<file path="src/rtl/bidir_ctrl_pkg.sv">
// Shared types and constants for the half-duplex pad-bank turnaround controller.
// State encodings double as the DIR status code so DIR is a direct copy of the state register.
package bidir_ctrl_pkg;

  localparam logic [1:0] DIR_IDLE = 2'd0;
  localparam logic [1:0] DIR_TX   = 2'd1;
  localparam logic [1:0] DIR_RX   = 2'd2;
  localparam logic [1:0] DIR_GAP  = 2'd3;

  typedef enum logic [1:0] {
    ST_IDLE = DIR_IDLE,
    ST_TX   = DIR_TX,
    ST_RX   = DIR_RX,
    ST_GAP  = DIR_GAP
  } state_e;

  typedef enum logic {
    LAST_TX = 1'b0,
    LAST_RX = 1'b1
  } last_dir_e;

  function automatic bit params_ok(int width, int turn_cyc, int max_burst);
    return (width >= 1) && (width <= 32) &&
           (turn_cyc >= 1) && (turn_cyc <= 15) &&
           (max_burst >= 1) && (max_burst <= 255);
  endfunction

endpackage

</file>
<file path="src/rtl/bidir_rr_arb.sv">
// Two-way round-robin arbiter; a tie goes to the requester not granted last time.
module bidir_rr_arb (
  input  logic       clk,
  input  logic       rst_n,
  input  logic [1:0] req,
  input  logic       update,
  output logic [1:0] gnt
);

  logic prefer_b_q, prefer_b_d;

  always_comb begin
    gnt        = req;
    prefer_b_d = prefer_b_q;
    if (req == 2'b11) begin
      gnt = prefer_b_q ? 2'b10 : 2'b01;
    end
    // After granting A, favour B next time, and vice versa.
    if (update && (gnt != 2'b00)) begin
      prefer_b_d = gnt[0];
    end
  end

  always_ff @(posedge clk or negedge rst_n) begin
    if (!rst_n) begin
      prefer_b_q <= 1'b0;
    end else begin
      prefer_b_q <= prefer_b_d;
    end
  end

endmodule

</file>
<file path="src/rtl/bidir_turnaround_ctrl.sv">
// Sequencer/arbiter for a shared half-duplex pad bus: two TX requesters, one RX client,
// with a programmable dead gap (both enables low) on every direction change.
module bidir_turnaround_ctrl
  import bidir_ctrl_pkg::*;
#(
  parameter int WIDTH     = 8,
  parameter int TURN_CYC  = 2,
  parameter int MAX_BURST = 4
) (
  input  logic             CLK,
  input  logic             RST_N,
  input  logic             A_VALID,
  input  logic [WIDTH-1:0] A_DATA,
  output logic             A_READY,
  input  logic             B_VALID,
  input  logic [WIDTH-1:0] B_DATA,
  output logic             B_READY,
  input  logic             RX_REQ,
  output logic             RX_VALID,
  output logic [WIDTH-1:0] RX_DATA,
  output logic [WIDTH-1:0] O_DAT,
  output logic             O_EN,
  output logic             I_EN,
  input  logic [WIDTH-1:0] I_DAT,
  output logic [1:0]       DIR
);

  if (!params_ok(WIDTH, TURN_CYC, MAX_BURST)) begin : g_param_err
    $error("bidir_turnaround_ctrl: parameter out of range");
  end

  localparam logic [7:0] MAX_B    = 8'(MAX_BURST);
  localparam logic [3:0] GAP_LAST = 4'(TURN_CYC - 1);

  state_e           state_q, state_d;
  last_dir_e        last_dir_q, last_dir_d;
  logic             gnt_b_q, gnt_b_d;
  logic [7:0]       burst_cnt_q, burst_cnt_d;
  logic [7:0]       rx_cnt_q, rx_cnt_d;
  logic [3:0]       gap_cnt_q, gap_cnt_d;
  logic [WIDTH-1:0] o_dat_q, o_dat_d;
  logic [WIDTH-1:0] rx_data_q, rx_data_d;
  logic             rx_valid_q, rx_valid_d;
  logic [1:0]       arb_gnt;
  logic             arb_update;
  logic             tx_any;

  assign tx_any = A_VALID | B_VALID;

  bidir_rr_arb u_arb (
    .clk    (CLK),
    .rst_n  (RST_N),
    .req    ({B_VALID, A_VALID}),
    .update (arb_update),
    .gnt    (arb_gnt)
  );

  always_comb begin
    state_d     = state_q;
    last_dir_d  = last_dir_q;
    gnt_b_d     = gnt_b_q;
    burst_cnt_d = burst_cnt_q;
    rx_cnt_d    = rx_cnt_q;
    gap_cnt_d   = gap_cnt_q;
    o_dat_d     = o_dat_q;
    rx_data_d   = rx_data_q;
    rx_valid_d  = (state_q == ST_RX);
    A_READY     = 1'b0;
    B_READY     = 1'b0;
    arb_update  = 1'b0;

    unique case (state_q)
      ST_IDLE: begin
        // A pending RX request only blocks TX if RX did not have the bus last.
        if (tx_any && (!RX_REQ || (last_dir_q == LAST_RX))) begin
          A_READY     = arb_gnt[0];
          B_READY     = arb_gnt[1];
          arb_update  = 1'b1;
          gnt_b_d     = arb_gnt[1];
          o_dat_d     = arb_gnt[1] ? B_DATA : A_DATA;
          burst_cnt_d = 8'd1;
          last_dir_d  = LAST_TX;
          state_d     = ST_TX;
        end else if (RX_REQ) begin
          rx_cnt_d   = '0;
          last_dir_d = LAST_RX;
          state_d    = ST_RX;
        end
      end
      ST_TX: begin
        if (burst_cnt_q < MAX_B) begin
          A_READY = !gnt_b_q;
          B_READY = gnt_b_q;
        end
        if ((A_READY && A_VALID) || (B_READY && B_VALID)) begin
          o_dat_d     = gnt_b_q ? B_DATA : A_DATA;
          burst_cnt_d = burst_cnt_q + 8'd1;
        end else begin
          gap_cnt_d = '0;
          state_d   = ST_GAP;
        end
      end
      ST_RX: begin
        rx_data_d = I_DAT;
        if (rx_cnt_q < MAX_B) begin
          rx_cnt_d = rx_cnt_q + 8'd1;
        end
        if (!RX_REQ || (tx_any && (rx_cnt_q == MAX_B))) begin
          gap_cnt_d = '0;
          state_d   = ST_GAP;
        end
      end
      ST_GAP: begin
        if (gap_cnt_q == GAP_LAST) begin
          state_d = ST_IDLE;
        end else begin
          gap_cnt_d = gap_cnt_q + 4'd1;
        end
      end
      default: state_d = ST_IDLE;
    endcase
  end

  always_ff @(posedge CLK or negedge RST_N) begin
    if (!RST_N) begin
      state_q     <= ST_IDLE;
      last_dir_q  <= LAST_RX;
      gnt_b_q     <= 1'b0;
      burst_cnt_q <= '0;
      rx_cnt_q    <= '0;
      gap_cnt_q   <= '0;
      o_dat_q     <= '0;
      rx_data_q   <= '0;
      rx_valid_q  <= 1'b0;
    end else begin
      state_q     <= state_d;
      last_dir_q  <= last_dir_d;
      gnt_b_q     <= gnt_b_d;
      burst_cnt_q <= burst_cnt_d;
      rx_cnt_q    <= rx_cnt_d;
      gap_cnt_q   <= gap_cnt_d;
      o_dat_q     <= o_dat_d;
      rx_data_q   <= rx_data_d;
      rx_valid_q  <= rx_valid_d;
    end
  end

  // Enables decode straight from the state flop so reset drops them without a clock.
  assign O_EN     = (state_q == ST_TX);
  assign I_EN     = (state_q == ST_RX);
  assign DIR      = state_q;
  assign O_DAT    = o_dat_q;
  assign RX_DATA  = rx_data_q;
  assign RX_VALID = rx_valid_q;

endmodule

</file>
<file path="config.mk">
export PLATFORM = sky130hd
export DESIGN_NAME = bidir_turnaround_ctrl
export DESIGN_NICKNAME = d
export VERILOG_FILES = /design/src/rtl/bidir_ctrl_pkg.sv /design/src/rtl/bidir_rr_arb.sv /design/src/rtl/bidir_turnaround_ctrl.sv
export SDC_FILE = /design/constraint.sdc
export NUM_CORES = 1
export LEC_CHECK = 0
export BUFFER_PORTS_ARGS = -buffer_cell sky130_fd_sc_hd__buf_2
export CELL_PAD_IN_SITES_DETAIL_PLACEMENT = 1
export CELL_PAD_IN_SITES_GLOBAL_PLACEMENT = 2
export CORE_ASPECT_RATIO = 1.1
export CORE_MARGIN = 4
export CORE_UTILIZATION = 31
export CTS_CLUSTER_DIAMETER = 60
export DETAILED_ROUTE_END_ITERATION = 8
export PLACE_DENSITY = 0.82
export SETUP_SLACK_MARGIN = 0.02
export SLEW_MARGIN = 20
export SYNTH_ARGS = -nofsm -noshare
export SYNTH_HDL_FRONTEND = slang
export SYNTH_SLANG_ARGS = --single-unit
</file>
<file path="constraint.sdc">
create_clock -name CLK -period 2.4 [get_ports CLK]
set_input_delay 0.48 -clock CLK [delete_from_list [all_inputs] [get_ports CLK]]
set_output_delay 0.48 -clock CLK [all_outputs]
set_load 0.05 [all_outputs]
</file>
## Word-level counts from Yosys, hierarchy flattened

Index checks and enable logic that the tools add are counted.

| cells by class | value |
|---|---|
| $add $sub $neg | 3 |
| $mul | 0 |
| divide/modulo/power cells | 0 |
| order comparisons | 2 |
| eq/ne operators | 16 |
| shift operators | 0 |
| mux-type cells | 36 |
| bitwise logic cells | 1 |
| reduce and logical (&&, ||, !) cells | 22 |

Operators by type and width:

| kind | count |
|---|---|
| two-way mux 8 bit | 9 |
| case mux 8 bit (2 select lines) | 3 |
| adder 8 x 1 -> 8 bit (second input constant) | 2 |
| < comparator 8 x 3 -> 1 bit (second input constant) | 2 |
| two-way mux 2 bit | 7 |
| two-way mux 4 bit | 3 |
| != test 2 bit (second input constant) | 6 |
| case mux 4 bit (3 select lines) | 1 |
| AND reduction 4 bit | 3 |
| two-way mux 1 bit | 10 |
| equality test 8 x 3 -> 1 bit (second input constant) | 1 |
| case mux 2 bit (4 select lines) | 1 |
| nonzero test 2 bit | 4 |
| equality test 2 bit (second input constant) | 3 |
| != test 2 x 1 -> 1 bit (second input constant) | 3 |
| logical AND 1 bit | 5 |
| adder 4 x 1 -> 4 bit (second input constant) | 1 |
| equality test 4 x 1 -> 1 bit (second input constant) | 1 |
| case mux 1 bit (2 select lines) | 2 |
| AND reduction 2 bit | 2 |
| logical OR 1 bit | 3 |
| != test 3 bit (second input constant) | 1 |
| AND reduction 3 bit | 1 |
| nonzero test 3 bit | 1 |
| other kinds (4) | 5 |

| storage, ports and cells | value |
|---|---|
| flip-flop bits (word level) | 42 |
| bits in latches | 0 |
| RAM bits | 0 |
| bits in read-only memories | 0 |
| bits of input ports | 29 |
| output and inout port bits | 23 |
| word-level logic and storage cells | 90 |
| memories | 0 |

## Depth between registers and ports, before layout

| logic depth | value |
|---|---|
| depth in word-level cells | 7 |
| depth in mapped cells | 8 |
| depth with buffers taken out | 6 |

## Modules after synthesis

A second synthesis with hierarchy kept.

| second synthesis, totals | value |
|---|---|
| cell total of the unflattened synthesis | 167 |
| area total of the unflattened synthesis | 2093.3 sq um |

By module, submodules not included:

| module | times used | cells an instance | area an instance (sq um) | seq. area each (sq um) |
|---|---|---|---|---|
| bidir_turnaround_ctrl | 1 | 161 | 2038.2 | 1027.2 |
| bidir_rr_arb | 1 | 6 | 55.1 | 25.0 |

## Worst setup path after synthesis

OpenSTA, ideal clock, no wires.

| timing path | value |
|---|---|
| path kind | register to output |
| start point | register state_q[0], in the netlist DIR[0] |
| end point | output port A_READY |
| arrival | 3.274 ns |
| data required time | 1.920 ns |
| path slack | -1.354 ns |
| cell stages (with the launch flop) | 5 |
| path buffers | 0 |
| cell sequence | dfrtp_1 -> ha_1 -> or4b_4 -> or2_2 -> o21ai_0 |

| on the way | value |
|---|---|
| word-level cells in the longest chain between the ends | 2 |
| elaborated cells on any way between the ends | 3 |
| classes of those cells | 1 x eq/ne; 1 x mux; 1 x reduce/logical |

Ends and longest elaborated chain:

| item | line | RTL |
|---|---|---|
| start: declaration | bidir_turnaround_ctrl.sv:35 | `state_e state_q, state_d;` |
| start signal: assignment | bidir_turnaround_ctrl.sv:136 | `state_q <= state_d;` |
| equality test 2 x 1 -> 1 bit | n/a |  |
| net O_EN | bidir_turnaround_ctrl.sv:22 | `output logic O_EN,` |
| case mux 1 bit (2 select lines) | bidir_turnaround_ctrl.sv:72 | `unique case (state_q)` |
| end: declaration | bidir_turnaround_ctrl.sv:14 | `output logic A_READY,` |

The timed path passes the listed nets, and every way through them passes these cells.

## Worst setup path after layout

| timing path | value |
|---|---|
| start point | register state_q[1], in the netlist DIR[1] |
| end point | output port B_READY |

| on the way | value |
|---|---|
| word-level cells in the longest chain between the ends | 2 |
| elaborated cells on any way between the ends | 3 |
| classes of those cells | 1 x eq/ne; 1 x mux; 1 x reduce/logical |

Ends and longest elaborated chain:

| item | line | RTL |
|---|---|---|
| equality test 2 x 1 -> 1 bit or logical NOT 2 bit (tied branches) | bidir_turnaround_ctrl.sv:72 |  |
| case mux 1 bit (2 select lines) * | bidir_turnaround_ctrl.sv:72 |  |
| end: declaration | bidir_turnaround_ctrl.sv:17 | `output logic B_READY,` |

Every way passes the cells marked *; elsewhere a longest branch is shown, timed or not.

==> flow_summary_export.csv <==
group,metric,value,unit
outcome,status,"complete, but fails checks",
outcome,violations,"negative setup slack",
setup_path,cp-start-kind,"register",
place,portBuffers,51,
clock_tree,cts_buffer_depth,2,
yosys,yosys_warnings,0,
die,io_pins,52,
final_layout,multi_input_area,1000,µm²
pwr,finalPower,0.00402,W
setup_path,critPathRequiredTime,1.92,ns
setup_path,end_kind,"output port",
place,gp_congestion,0.747,
yosys,synthesis.area,2070,µm²
final_layout,drive_gt1_frac,0.458,
drt,route.detailed.wl_per_inst,15.4,µm
yosys,synth.most_common_cell,"dfrtp_1",
setup_path,crit_family,"simple AND/OR/NAND/NOR gates",
yosys,ys_seq_area_frac,0.508,
clock_tree,cts.sinks,42,
clock_tree,cts-root-buf,"clkbuf_8",
yosys,ys_ff_latch,42,
yosys,ys_top_cells_by_area,"dfrtp_1 50%, mux2_2 12%, ha_1 5.4%, and2_1 2.4%, mux2_4 2.2%",
final_layout,syn2layout_area_growth,29.0,%
yosys,synthDistinctLibCells,43,
drt,drtIter0Drc,72,
drt,firstDrtPassIters,2,
worst_hold_path,holdCritPathClass,"in -> async",
drt,ant_nets,0,
die,initial_core_util,0.326,
sta,fin_skew,0.0122,ns
place,placed_area,2520,µm²
sta,hold_viol,0,
die,die_x,85.9,µm
place,dp_slack,0.140,ns
setup_path,worstPathBufferInverterCount,2,
clock_tree,cts_buffers,5,
setup_path,cpMaxStageDelayCell,"or4b_4",
setup_path,cp_max_fo,2,
sta,finalSetupViolations,2,
grt,grt_max_degree,18,
sta,worst_slew_pin_slew,0.705,ns
die,fp.dieArea,8050,µm²
yosys,syn_nets,210,
sta,whs,0.0475,ns
setup_path,cpPeakStageDelay,0.46,ns
sta,min_period_over_period,1.01,
die,die_height,93.7,µm
clock_tree,cts_max_level,2,
clock_tree,clk_transition_reported_paths,0.08,ns
final_layout,finalNetCount,277,
drt,route.detailed.drc,0,
drt,routed_wl,4940,µm
yosys,synth_top_cell_area_share,0.496,
die,rows,30,
yosys,async_flop_share,1.00,
pwr,vdd_ir_drop_max,0.787,mV
grt,grt_pass1_wl,8270,µm
sta,fmax,0.414,GHz
sta,slew_violations,0,
setup_path,critPathKind,"reg -> out",
clock_tree,cts_tree,"yes",
grt,antenna_found_initial,0,
yosys,syn_inst,172,
yosys,syn_area_per_cell,12.0,µm²
clock_tree,ctsHoldBuffers,0,
grt,track_usage,0.130,
yosys,synth.largest_area_cell,"dfrtp_1",
grt,overflow,0,
setup_path,worst_ep_arrival_time,1.94,ns
sta,finalWorstSetupSlack,-0.0168,ns
final_layout,regArea,1050,µm²
yosys,synth_edf_count,0,
drt,via_per_inst,4.90,
grt,grt_pass1_vias,1645,
drt,vias,1568,
sta,rsz0062_at_grt,"true",
final_layout,fin_area,2670,µm²
sta,slew_headroom,0.526,
place,dpl.hpwl,3880,µm
setup_path,path_cells,"inv_2 > ha_4 > or4b_4 > or2_4 > o21ai_4 > buf_6",
final_layout,instances_no_fill,320,
die,coreArea,6340,µm²
final_layout,fill_cells,704,
place,dpl.cell_count,310,
yosys,ys_top_cells_by_count,"41 x dfrtp_1, 22 x mux2_2, 11 x inv_1",
final_layout,diodes,0,
job,drv_cap,0,
yosys,ys_dominant_reg_cell,"dfrtp_1",
clock_tree,clk_latency,0.30,ns
pwr,power_density,1510,nW/µm²
pwr,p_leak,1.26,nW
sta,finalCriticalPeriod,2.42,ns
[per-layer routing]
layer  part of all wire  global-route usage  vias to the layer above
met1               0.44               0.165                      781
li1                   -                   -                      755
met4              0.016              0.0475                        0
met5                  0                   0                        -
met3              0.036              0.0325                        6
met2               0.50               0.213                       26
[cell families after synthesis]
family | after synthesis | share of synthesized area
fa+ha+maj | 9 | 0.0544
compound gates | 30 | 0.108
flops | 42 | 0.508
buf+inv | 15 | 0.0387
simple gates | 47 | 0.130
mux | 29 | 0.161
[worst register-to-register path, cell delays in order (launching register included)]
cell	delay [ns]
dfrtp_2	0.41
inv_2	0.07
ha_4	0.12
or4b_4	0.46
buf_4	0.17
o32ai_4	0.26
and2_4	0.19
buf_12	0.14
mux2_2	0.34
[area by class of cell]
class	instances	area share
sequential	42	0.395
clock buffer	8	0.0338
inverter	11	0.0155
tap	80	0.0375
timing repair buffer	64	0.143
multi-input combinational	115	0.375
[cells in the final DEF, fill, tap and decap left out, drive strengths merged, types with 2 or more instances in the layout]
cell      n
mux2i     4
nand2     9
buf      64
nand2b    2
inv      11
dfrtp    41
o211ai    2
clkbuf    8
a21boi    2
ha        9
nor2      5
mux2     25
a22o      2
o2bb2ai   2
nand3     4
nand4     2
and2      8
a21oi     3
nor3b     3
nor2b     5
a221o     2
or3       2
o21ai     8
[sequential cells by signal, summed over array words and instances, names as in the netlist]
name	flops
DIR	2
O_DAT	8
RX_DATA	8
RX_VALID	1
burst_cnt_q	8
gap_cnt_q	4
gnt_b_q	1
last_dir_q	1
rx_cnt_q	8
u_arb.prefer_b_q	1
[what timing repair did]
| action | CTS | global route |
|---|---|---|
| buffers inserted | 2 | 0 |
| pin swaps | 2 | 2 |
| gates resized for setup | 4 | 7 |
| setup endpoints to repair | 2 | 10 |
| gates cloned | 0 | 0 |
[worst paths after layout]
path	slack, ns	endpoint	cells past startpoint	startpoint
min reg2reg	0.49	rx_cnt_q[6]	1	rx_cnt_q[6]
max	-0.02	B_READY	6	DIR[1]
max reg2reg	0.12	O_DAT[0]	8	DIR[1]
max in group asynchronous	1.76	last_dir_q	2	RST_N
min	0.05	RX_DATA[5]	1	RST_N
min in group CLK	0.41	RX_DATA[5]	2	I_DAT[5]
[power by group]
group	internal, W	switching [W]
Combinational	0.000945	0.00149
Clock	0.000235	0.000237
Sequential	0.000960	0.000150
[through the flow]
| stage | utilization | TNS, ns |
|---|---|---|
| finish | 0.421 | -0.0334 |
| floorplan | - | -0.711 |
| global placement | 0.397 | 0 |
| detailed placement | 0.397 | 0 |
| global route | 0.421 | -0.152 |
| CTS | 0.416 | -0.0553 |
Power figures use the tool's default switching activity.
